[src/rtl/uart_reg_responder.sv]
// Byte-level register-access responder between a uart_rx and a uart_tx.
// Define UART_REG_CKSUM_EN to require a trailing XOR checksum byte on every R/W command.
module uart_reg_responder #(
  parameter int NREGS   = 16,
  parameter int TIMEOUT = 100000
) (
  input  logic                 clk,
  input  logic                 rst,
  input  logic [7:0]           in_data,
  input  logic                 in_valid,
  output logic [7:0]           out_data,
  output logic                 out_send,
  input  logic                 tx_busy,
  output logic [8*NREGS-1:0]   regs_flat,
  output logic                 wr_stb,
  output logic                 err_drop
);

  localparam logic [7:0] OP_R     = 8'h52;
  localparam logic [7:0] OP_W     = 8'h57;
  localparam logic [7:0] RSP_OK   = 8'h4B;
  localparam logic [7:0] RSP_BAD  = 8'h3F;
  localparam int         CW       = $clog2(TIMEOUT + 1);

`ifdef UART_REG_CKSUM_EN
  localparam logic [7:0] RSP_CKS  = 8'h21;
  typedef enum logic [2:0] {S_IDLE, S_ADDR, S_DATA, S_CKSUM, S_RESP} state_t;
`else
  typedef enum logic [2:0] {S_IDLE, S_ADDR, S_DATA, S_RESP} state_t;
`endif

  state_t        state, next_state;
  logic [7:0]    opcode_q, addr_q, data_q;
  logic [CW-1:0] tcnt_q;
  logic          counting, tmo_hit, decide, cks_bad, addr_ok, do_write, enter_resp;
  logic [7:0]    cur_addr, cur_data, reply;
`ifdef UART_REG_CKSUM_EN
  logic [7:0]    cks_q;
  assign counting = (state == S_ADDR) || (state == S_DATA) || (state == S_CKSUM);
`else
  assign counting = (state == S_ADDR) || (state == S_DATA);
`endif

  // The byte wins over an expiring timeout: tmo_hit is only consulted when in_valid is low.
  assign tmo_hit    = counting && (tcnt_q == CW'(TIMEOUT - 1));
  assign addr_ok    = 32'(cur_addr) < 32'(NREGS);
  assign enter_resp = (next_state == S_RESP) && (state != S_RESP);

  always_ff @(posedge clk or posedge rst) begin
    if (rst) state <= S_IDLE;
    else     state <= next_state;
  end

  // NOTE: every signal assigned here gets a default first so no latch is inferred.
  always_comb begin
    next_state = state;
    decide     = 1'b0;
    cks_bad    = 1'b0;
    cur_addr   = addr_q;
    cur_data   = data_q;
    unique case (state)
      S_IDLE: if (in_valid) next_state = (in_data == OP_R || in_data == OP_W) ? S_ADDR : S_RESP;
      S_ADDR: begin
        if (in_valid) begin
          cur_addr = in_data;
`ifdef UART_REG_CKSUM_EN
          next_state = (opcode_q == OP_W) ? S_DATA : S_CKSUM;
`else
          if (opcode_q == OP_W) next_state = S_DATA;
          else begin
            next_state = S_RESP;
            decide     = 1'b1;
          end
`endif
        end else if (tmo_hit) next_state = S_IDLE;
      end
      S_DATA: begin
        if (in_valid) begin
          cur_data = in_data;
`ifdef UART_REG_CKSUM_EN
          next_state = S_CKSUM;
`else
          next_state = S_RESP;
          decide     = 1'b1;
`endif
        end else if (tmo_hit) next_state = S_IDLE;
      end
`ifdef UART_REG_CKSUM_EN
      S_CKSUM: begin
        if (in_valid) begin
          next_state = S_RESP;
          decide     = 1'b1;
          cks_bad    = (in_data != cks_q);
        end else if (tmo_hit) next_state = S_IDLE;
      end
`endif
      S_RESP:  if (!tx_busy) next_state = S_IDLE;
      default: next_state = S_IDLE;
    endcase

    // Reply for the command completing this cycle; unknown opcodes keep the '?' default.
    reply    = RSP_BAD;
    do_write = 1'b0;
    if (decide) begin
`ifdef UART_REG_CKSUM_EN
      if (cks_bad) reply = RSP_CKS;
      else
`endif
      if (addr_ok) begin
        if (opcode_q == OP_W) begin
          reply    = RSP_OK;
          do_write = 1'b1;
        end else begin
          reply = regs_flat[8*cur_addr +: 8];
        end
      end
    end
  end

  always_comb begin
    out_send = (state == S_RESP) && !tx_busy;
  end

  // NOTE: sequential state uses non-blocking assignments so every flop samples pre-edge values.
  always_ff @(posedge clk or posedge rst) begin
    if (rst) begin
      opcode_q  <= '0;
      addr_q    <= '0;
      data_q    <= '0;
      tcnt_q    <= '0;
      out_data  <= '0;
      wr_stb    <= 1'b0;
      err_drop  <= 1'b0;
      // NOTE: the register file is cleared on reset because hosts rely on reading 0x00 after reset.
      regs_flat <= '0;
`ifdef UART_REG_CKSUM_EN
      cks_q     <= '0;
`endif
    end else begin
      wr_stb <= do_write;
      if (in_valid || !counting) tcnt_q <= '0;
      else                       tcnt_q <= tcnt_q + 1'b1;

      if (in_valid) begin
        unique case (state)
          S_IDLE: opcode_q <= in_data;
          S_ADDR: addr_q   <= in_data;
          S_DATA: data_q   <= in_data;
          S_RESP: err_drop <= 1'b1;
          default: ;
        endcase
`ifdef UART_REG_CKSUM_EN
        if (state == S_IDLE) cks_q <= in_data;
        else                 cks_q <= cks_q ^ in_data;
`endif
      end

      if (enter_resp) out_data <= reply;
      if (do_write)   regs_flat[8*cur_addr +: 8] <= cur_data;
    end
  end

endmodule

[config.mk]
export PLATFORM = sky130hd
export DESIGN_NAME = uart_reg_responder
export DESIGN_NICKNAME = d
export VERILOG_FILES = /design/src/rtl/uart_reg_responder.sv
export SDC_FILE = /design/constraint.sdc
export NUM_CORES = 1
export LEC_CHECK = 0
export CAP_MARGIN = 15
export CORE_ASPECT_RATIO = 0.75
export CORE_UTILIZATION = 35
export DETAILED_ROUTE_END_ITERATION = 8
export PLACE_DENSITY = 0.67
export SLEW_MARGIN = 10
export SYNTH_ARGS = -nofsm -noshare
export SYNTH_HDL_FRONTEND = slang
export SYNTH_SLANG_ARGS = --single-unit
export TNS_END_PERCENT = 50
[constraint.sdc]
create_clock -name clk -period 12.4 [get_ports clk]
set_clock_uncertainty 0.05 [all_clocks]
set_input_delay 3.72 -clock clk [delete_from_list [all_inputs] [get_ports clk]]
set_output_delay 3.72 -clock clk [all_outputs]
set_load 0.03 [all_outputs]
Word level (Yosys, flattened, before mapping). Index checks and enable logic that the tools add are counted.

Flip-flop bits (word level): 182. Bits of input ports: 12. Output and inout bits: 139. Word-level logic and storage cells: 61.

Add/subtract/negate cells: 2. $lt $le $gt $ge: 1. Equal/unequal tests: 9. Shift-type cells: 3. Muxes and demuxes: 24. Reduce and logical (&&, ||, !) cells: 13.

Operators with widths (count): bitwise mux 128 bit (1); variable shift 8 x 34 -> 128 bit, first input constant (1); indexed part select 128 x 12 -> 8 bit (1); indexed part select 8 x 34 -> 128 bit (1); 2-to-1 mux 8 bit (7); negator 11 -> 34 bit (1); equality test 8 x 7 -> 1 bit, second input constant (3); adder 17 x 1 -> 17 bit, second input constant (1); equality test 17 bit, second input constant (1); 2-to-1 mux 17 bit (1); 2-to-1 mux 3 bit (5); one-hot mux 3 bit (4 select lines) (1); equality test 3 x 2 -> 1 bit, second input constant (3); less-than comparator 8 x 5 -> 1 bit, second input constant (1); AND reduction 2 bit (4); 2-to-1 mux 1 bit (7); equality test 3 x 1 -> 1 bit, second input constant (1); logical AND 1 bit (3); logical NOT 3 bit (1); logical OR 1 bit (3); inequality test 3 x 2 -> 1 bit, second input constant (1); logical NOT 1 bit (2); 2-to-1 mux 2 bit (1); one-hot mux 1 bit (2 select lines) (1).

Longest topological paths before layout.
Depth in word-level cells: 8. Mapped depth: 16. Mapped depth without buffers: 10.

Worst setup path before layout. Ideal clock, no wire load.

Kind: input-to-output. Start: input port tx_busy. End: output port out_send. Data arrival time: 4.089 ns. Required time: 8.630 ns. Setup slack: 4.541 ns. Stages on the path: 1. Buffers on the path: 0. Cell sequence: and3b_1.

Word-level cells in the longest chain between the ends: 2.

RTL lines: start, declared (RTL line 13) `input logic tx_busy,`; logical NOT 1 bit (RTL line 121) `out_send = (state == S_RESP) && !tx_busy;`; logical AND 1 bit (RTL line 121); end, declared (RTL line 12) `output logic out_send,`.

Every way passes these cells.

Worst setup path after layout. Same ends and word-level chain as after synthesis.

==> results.json <==
{
  "rsz0062_at_grt": "false",
  "synth_top_flop_cell": "dfrtp_1",
  "cts-resized-gates": 0,
  "pin_count": 151,
  "cts_tree": "yes",
  "cts_setup_buffers": 0,
  "hold_buffers": 0,
  "synthesis.nets": 761,
  "min_path_type": "reg -> reg",
  "ys_seq_elements": 182,
  "clk_pin_slew_ns": 0.07,
  "grt_overflow": 0,
  "clk_latency_ns": 0.44,
  "tightest_slew_ns": 1.14,
  "ir_drop_uv": 114,
  "p_per_area_nw_per_um2": 174,
  "power_frac_clock_pct": 28.5,
  "rr_worst_depth": 11,
  "period_share_pct": 70.7,
  "core_area_um2": 25100,
  "ys_types": 65,
  "multi_input_area_um2": 4290,
  "drt_iter0_markers": 733,
  "io_buffers": 150,
  "cts_sinks": 182,
  "min_delay_path_depth": 1,
  "drc": 0,
  "drive_gt1_share_pct": 24.7,
  "p_leak_uw": 0.00507,
  "path_max_fanout": 2,
  "vias": 6807,
  "syn_area_per_cell_um2": 12.1,
  "dpl.hpwl_um": 20600,
  "regArea_um2": 4550,
  "diodes": 0,
  "die_w_um": 188,
  "finalSetupViolations": 0,
  "cts_made_buffers": 17,
  "r2r_start": "state[0]",
  "dieArea_um2": 26500,
  "cts_buffer_depth": 2,
  "start_util_pct": 36.0,
  "antenna_found_initial": 0,
  "final-hold-violation-count": 0,
  "area_growth_pct": 27.7,
  "p_int_uw": 1200,
  "crit_type": "in -> out",
  "final.setup.tns_ns": 0,
  "nets": 911,
  "maxSlewHeadroom_pct": 23.9,
  "switchingPower_uw": 802,
  "grt_pass1_vias": 6823,
  "switching_share_pct": 40.0,
  "drv_slew": 0,
  "power_uw": 2010,
  "fmax_ghz": 0.114,
  "async_reset_ff_share_pct": 100,
  "syn_inst": 746,
  "crit_path_end_kind": "output pin",
  "hold_end": "err_drop",
  "grt_pass1_wl_um": 43000,
  "drt-total-wl_um": 28000,
  "ant_nets": 0,
  "yosys_warnings": 0,
  "crit_arrival_ns": 4.99,
  "seq_area_frac_synth_pct": 50.3,
  "start_kind": "input port",
  "p_comb_share_pct": 37.1,
  "max_cap_violations": 0,
  "grt_max_degree": 67,
  "r2r_end": "regs_flat[4]",
  "cp.required_ns": 8.63,
  "outcome": "completed",
  "place_congestion": 0.869,
  "root_buffer": "clkbuf_16",
  "reg2reg_slack_ns": 6.89,
  "via_per_inst": 5.46,
  "num_rows": 50,
  "fill_cells": 2306,
  "p_seq_share_pct": 34.4,
  "synth_edf_count": 0,
  "cts_htree_levels": 4,
  "drtPass1Iterations": 6,
  "syn_area_um2": 9050,
  "wl_per_cell_um": 22.5,
  "die_h_um": 141,
  "min_from": "err_drop",
  "grt_usage_pct": 21.7,
  "period_needed_ns": 8.76
}
## worst max-delay path, cell delays in order
cell,delay [ns]
clkdlybuf4s50_1,0.41
and3b_1,0.20
clkdlybuf4s50_1,0.66
## routing by layer
metal  track usage (%)  routed length (um)  part of all wire (%)  vias to the layer above
met3              5.66                2110                   7.5                       25
met1              31.4               13100                    47                     3510
met4              5.56                 298                   1.1                        0
met2              32.2               12500                    45                      277
li1                  -                   -                     -                     2995
met5                 0                   0                     0                        -
## metrics by stage
step	utilization, %	hold WS [ns]	instances	area, um2	setup slack (ns)
detailed placement	43.5	0.415	1215	10900	3.31
floorplan	-	0.405	746	9050	3.69
global route	46.0	0.477	1246	11600	3.50
CTS	45.9	0.433	1246	11600	3.63
global placement	43.5	0.410	1215	10900	3.53
finish	46.0	0.427	1246	11600	3.64
## logic make-up after synthesis
family | share of synthesized area [%]
AOI/OAI and AO/OA | 5.13
xor gates and xnor gates | 2.03
adders and majority gates | 0.415
buffers and inverters | 2.56
DFF | 50.3
muxes | 26.4
other | 0.0414
and+or+nand+nor | 13.1
## cells in the final DEF (no fill, tap or decap), drive strengths merged, types with 3 or more instances in the layout
cell type and count:
dfrtp 182, clkdlybuf4s50 150, mux2 143, nor2 79, nand2 59, mux2i 37, nor3 30, inv 23
nand3 21, mux4 18, clkbuf 18, buf 12, nand4 11, xnor2 11, xor2 10, and3 7
clkinv 7, a31oi 6, o21ai 6, or3 6, a21oi 6, a2111oi 5, nor4 4, nand2b 3
or4 3, and4b 3, or2 3, nor3b 3, o22a 3, a22oi 3, ha 3, bufinv 3
nor4bb 3
## power by group through the flow
stage	Clock [uW]	Combinational, uW	Sequential (uW)
5_1_grt	601	795	695
4_1_cts	576	733	688
3_5_place_dp	0	731	698
3_3_place_gp	0	721	697
2_1_floorplan	0	518	700
6_report	572	745	689
## layout make-up
type | instances | share of cell area, %
flip-flops and latches | 182 | 39.4
multi-input cells | 511 | 37.1
repair buffers | 162 | 13.8
clock buffers | 18 | 3.80
well taps | 338 | 3.66
clock inverters | 13 | 1.48
inverters | 22 | 0.758
## sequential cells by signal (all words and copies together) (netlist names)
register,flops
regs_flat,128
tcnt_q,17
addr_q,8
data_q,8
opcode_q,8
out_data,8
state,3
err_drop,1
wr_stb,1
## synthesized netlist by cell type, drive strengths merged, types with 4 or more instances
master / number / area share, %
a21oi: 6 / 0.37
nor3: 30 / 1.7
clkbuf: 16 / 0.66
nand4: 11 / 0.76
inv: 20 / 0.83
mux2: 143 / 18
mux4: 18 / 4.5
and3: 7 / 0.48
o21ai: 6 / 0.33
nand3: 21 / 1.5
nand2: 59 / 2.8
mux2i: 37 / 4.1
xnor2: 11 / 1.1
xor2: 10 / 0.97
nor2: 79 / 3.3
a2111oi: 5 / 1.5
a31oi: 6 / 0.41
buf: 15 / 0.98
nor4: 4 / 0.28
or3: 6 / 0.47
dfrtp: 182 / 50
## worst max path at each step
stage          startpoint             to  slack (ns)  cells past startpoint
2_1_floorplan         rst      addr_q[0]        3.69                      1
3_3_place_gp     in_valid   regs_flat[4]        3.53                     12
3_5_place_dp     in_valid   regs_flat[4]        3.31                     12
4_1_cts           tx_busy       out_send        3.63                      3
5_1_grt          in_valid  regs_flat[96]        3.50                     12
6_report          tx_busy       out_send        3.64                      3
(Power assumes the default switching activity.)
==> edit 1, RTL diff (same flow settings) <==
Add a define of `UART_REG_CKSUM_EN`.
--- a/src/rtl/uart_reg_responder.sv
+++ b/src/rtl/uart_reg_responder.sv
@@ -1,5 +1,7 @@
 // Byte-level register-access responder between a uart_rx and a uart_tx.
 // Define UART_REG_CKSUM_EN to require a trailing XOR checksum byte on every R/W command.
+`define UART_REG_CKSUM_EN
+
 module uart_reg_responder #(
   parameter int NREGS   = 16,
   parameter int TIMEOUT = 100000
Function: changed (Yosys sat finds a counterexample within 4 cycles, from zero or initial values and one cycle with rst high).
==> edit 1 against the original RTL <==
- sequential cell count grew 8
- cell count increased by 12%
- worst setup slack gained 0.076 ns
- synthesized area fell by 0.69%
- routed wire length up 4.7%
- design area down 1.7%
Power is not compared: it rests on default switching activity, and its combinational part moved more than twofold at a synthesized area within 25%.
==> edit 1: results <==
group,metric,value,unit
global_route,grt.total_usage,0.224,
placement,place_area,10700,um2
sta,tightest_slew,0.962,ns
drt,wl_met1,13.8,mm
drt,vias,7695,
power,p_sw_frac,0.273,
logic_synthesis,syn_avg_cell_area,9.73,um2
finish,nets,1059,
global_route,grt_max_degree,77,
clock_network,cts_max_path_buffers,2,
critical_path,crit-reg2reg-launch,"state[2]$_DFF_PP0_",
drt,wirelength,29.4,mm
drt,wl_per_cell,21.0,um
power,cellLeakagePower,0.00474,uW
global_route,grt_pass1_vias,7165,
logic_synthesis,synthesis.nets,938,
global_route,grt_pass1_wl,44.4,mm
global_route,met2_usage,0.307,
global_route,grt_use_met1,0.341,
logic_synthesis,synth_common_cells,"205 x nand2_1, 190 x dfrtp_1, 95 x o21ai_0",
hold_path,min_from,"err_drop$_DFFE_PP0P_",
status,status,"complete, no violations",
critical_path,critPathLaunch,"tx_busy",
global_route,met3_usage,0.0560,
logic_synthesis,synth.distinct_cells,63,
placement,hpwlAfterDp,20.8,mm
placement,place.gp.congestion,0.897,
logic_synthesis,ys_seq_area_frac,0.529,
drt,wl_met2,12.3,mm
placement,place_ws,3.71,ns
drt,top_layer_used,"met5",
logic_synthesis,ys_warn_count,0,
logic_synthesis,synthTopCellsByArea,"dfrtp_1 53%, nand2_1 8.6%, o21ai_0 5.3%, mux2_2 3.9%, nor2_1 2.4%",
drt,drtIter0Drc,843,
placement,dp.cells,1364,
drt,dr_wl_met3,2.67,mm
placement,io_buffers,150,
finish,drive_gt1_frac,0.0898,
-- edit 1: area by class of cell --
cell class	count	area, um2
sequential	190	4750
inverter	18	72.6
tap	338	423
clock inverter	15	201
timing repair buffer	160	1580
fill	2352	13700
multi-input combinational	658	3910
clock buffer	17	425
-- edit 1: cell families after synthesis --
family	Yosys count	share of synthesized area
muxes	65	0.0827
and+or+nand+nor	373	0.195
buffers and inverters	76	0.0370
adders and majority gates	2	0.00278
DFF	190	0.529
AOI/OAI and AO/OA	193	0.129
xor gates and xnor gates	25	0.0252
-- edit 1: final timing paths --
path	slack (ns)	to	depth (start not counted)
min	0.42	err_drop$_DFFE_PP0P_	1
min in group asynchronous	3.60	opcode_q[3]$_DFFE_PP0P_	2
max reg2reg	8.42	regs_flat[81]$_DFFE_PP0P_	8
max	3.71	out_send	3
max in group asynchronous	6.63	regs_flat[7]$_DFFE_PP0P_	4
min reg2reg	0.42	err_drop$_DFFE_PP0P_	1
==> edit 2, RTL diff (config.mk and constraints unchanged) <==
Without the edit above. The 4 states of `state_t` get a Gray code encoding in 2 bits.
--- a/src/rtl/uart_reg_responder.sv
+++ b/src/rtl/uart_reg_responder.sv
@@ -26,7 +26,7 @@
   localparam logic [7:0] RSP_CKS  = 8'h21;
   typedef enum logic [2:0] {S_IDLE, S_ADDR, S_DATA, S_CKSUM, S_RESP} state_t;
 `else
-  typedef enum logic [2:0] {S_IDLE, S_ADDR, S_DATA, S_RESP} state_t;
+  typedef enum logic [1:0] {S_IDLE = 2'b00, S_ADDR = 2'b01, S_DATA = 2'b11, S_RESP = 2'b10} state_t;
 `endif
 
   state_t        state, next_state;
Function: no difference found for any inputs over 4 cycles, from zero or initial values and one cycle with rst high; so few cycles prove little.
==> edit 2 against the original RTL <==
- synthesized cell count is 10% higher
- design area is 1.8% higher
- routed wire length is 2.6% higher
- worst setup slack worse by 0.37 ns
- largest cell class unchanged
- first-iteration DRC count is 2.5% lower
- sequential cell count is 1 lower
- synthesized area is 2.9% higher
Power is not compared: it rests on default switching activity, and its combinational part moved more than twofold at a synthesized area within 25%.
==> edit 2: results <==
group,metric,value,unit
finish,fillers,2401,
logic_synthesis,synth_common_cells,"181 x dfrtp_1, 87 x nand2_1, 86 x mux2_2",
hold_path,hold_end,"tcnt_q[0]$_DFF_PP0_",
clock_network,cts.repair.resized,0,
hold_path,min_path_cells,1,
finish,nets,972,
logic_synthesis,synthTopCellsByArea,"dfrtp_1 49%, mux2_2 10%, mux2i_1 4.8%, mux2_1 4.4%, nand2_1 3.5%",
logic_synthesis,syn_inst,821,
critical_path,setup.worst_path.end,"regs_flat[83]$_DFFE_PP0P_",
placement,hpwlAfterDp,20.8,mm
power,irDropWorstVdd,0.000103,V
logic_synthesis,synth.area.mux_share,0.242,
drt,vias,7143,
finish,drive_gt1_frac,0.185,
global_route,grt_antenna_before_repair,0,
global_route,grt_pass1_vias,6968,
placement,place_ws,2.93,ns
global_route,grt.total_usage,0.214,
drt,wirelength,28.8,mm
global_route,grt_max_degree,100,
logic_synthesis,synthArstFlopShare,1.00,
power,cellLeakagePower,0.00519,uW
clock_network,numCtsBuffers,17,
clock_network,clockRootBuffer,"clkbuf_16",
logic_synthesis,ys_seq_area_frac,0.486,
critical_path,critPathLaunch,"in_valid",
logic_synthesis,synthesis.nets,836,
critical_path,rrSetupSlack,6.66,ns
drt,drtIter0Drc,715,
placement,place.gp.congestion,0.918,
logic_synthesis,synth-adder-area-share,0.00403,
sta,fin_hold_ws,0.434,ns
hold_path,min_from,"tcnt_q[0]$_DFF_PP0_",
sta,period_needed,9.13,ns
critical_path,cp_max_fo,40,
status,status,"complete, no violations",
finish,stdcell_area,11800,um2
clock_network,htreeDepth,4,
placement,place_area,11100,um2
global_route,grt_pass1_wl,43.2,mm
finish,diodes,0,
logic_synthesis,synth.distinct_cells,70,
logic_synthesis,synth_xor_area_frac,0.0179,
finish,instances_no_fill,1314,
finish,reg_top3,"regs_flat: 128 flops, tcnt_q: 17 flops",
logic_synthesis,synth_compound_area_frac,0.0521,
drt,firstDrtPassIters,5,
critical_path,rr_endpoint,"regs_flat[83]$_DFFE_PP0P_",
critical_path,crit_arrival,9.41,ns
sta,tightest_slew,1.29,ns
[edit 2: cell count changes in the layout (fill, tap and decap cells not counted), sizes merged, moves of 6 or more]
| cell | unedited run | this run |
|---|---|---|
| a21boi | 0 | 6 |
| inv | 23 | 36 |
| mux2i | 37 | 45 |
| mux4 | 18 | 5 |
| nand2 | 59 | 87 |
| nand3 | 21 | 41 |
| nor2 | 79 | 71 |
| nor3 | 30 | 22 |
| nor4 | 4 | 14 |
| xnor2 | 11 | 4 |
[edit 2: metal layers]
metal / global-route usage / share of wire
met3: 0.0519 / 0.088
met1: 0.318 / 0.47
met4: 0.0526 / 0.017
met2: 0.309 / 0.42
met5: 0 / 0
[edit 2: power breakdown]
group / total (uW) / internal [uW] / leakage (uW) / switching [uW]
Combinational: 164 / 49.7 / 0.00245 / 115
Sequential: 610 / 601 / 0.00245 / 8.52
Clock: 557 / 275 / 0.000287 / 282
Total: 1330 / 926 / 0.00519 / 405
[edit 2: worst max-delay path, cell delays in order]
cell	delay, ns
clkdlybuf4s50_1	0.72
and3b_1	0.57
mux2_2	0.70
inv_1	0.14
buf_4	0.42
ha_1	0.62
nor3b_1	0.32
mux2i_1	0.18
xor2_1	0.21
nand2_1	0.42
or4_1	0.92
mux2_1	0.41
[edit 2: logic make-up after synthesis]
family,after synthesis
AOI/OAI and AO/OA,62
xor gates and xnor gates,19
adders and majority gates,3
buffers and inverters,70
DFF,181
muxes,193
and+or+nand+nor,293
[edit 2: final cells by class]
class | count | share of cell area
clock buffers | 17 | 0.0362
clock inverters | 15 | 0.0150
inverters | 27 | 0.00925
multi-input cells | 570 | 0.382
flip-flops and latches | 181 | 0.385
well taps | 344 | 0.0366
repair buffers | 160 | 0.136
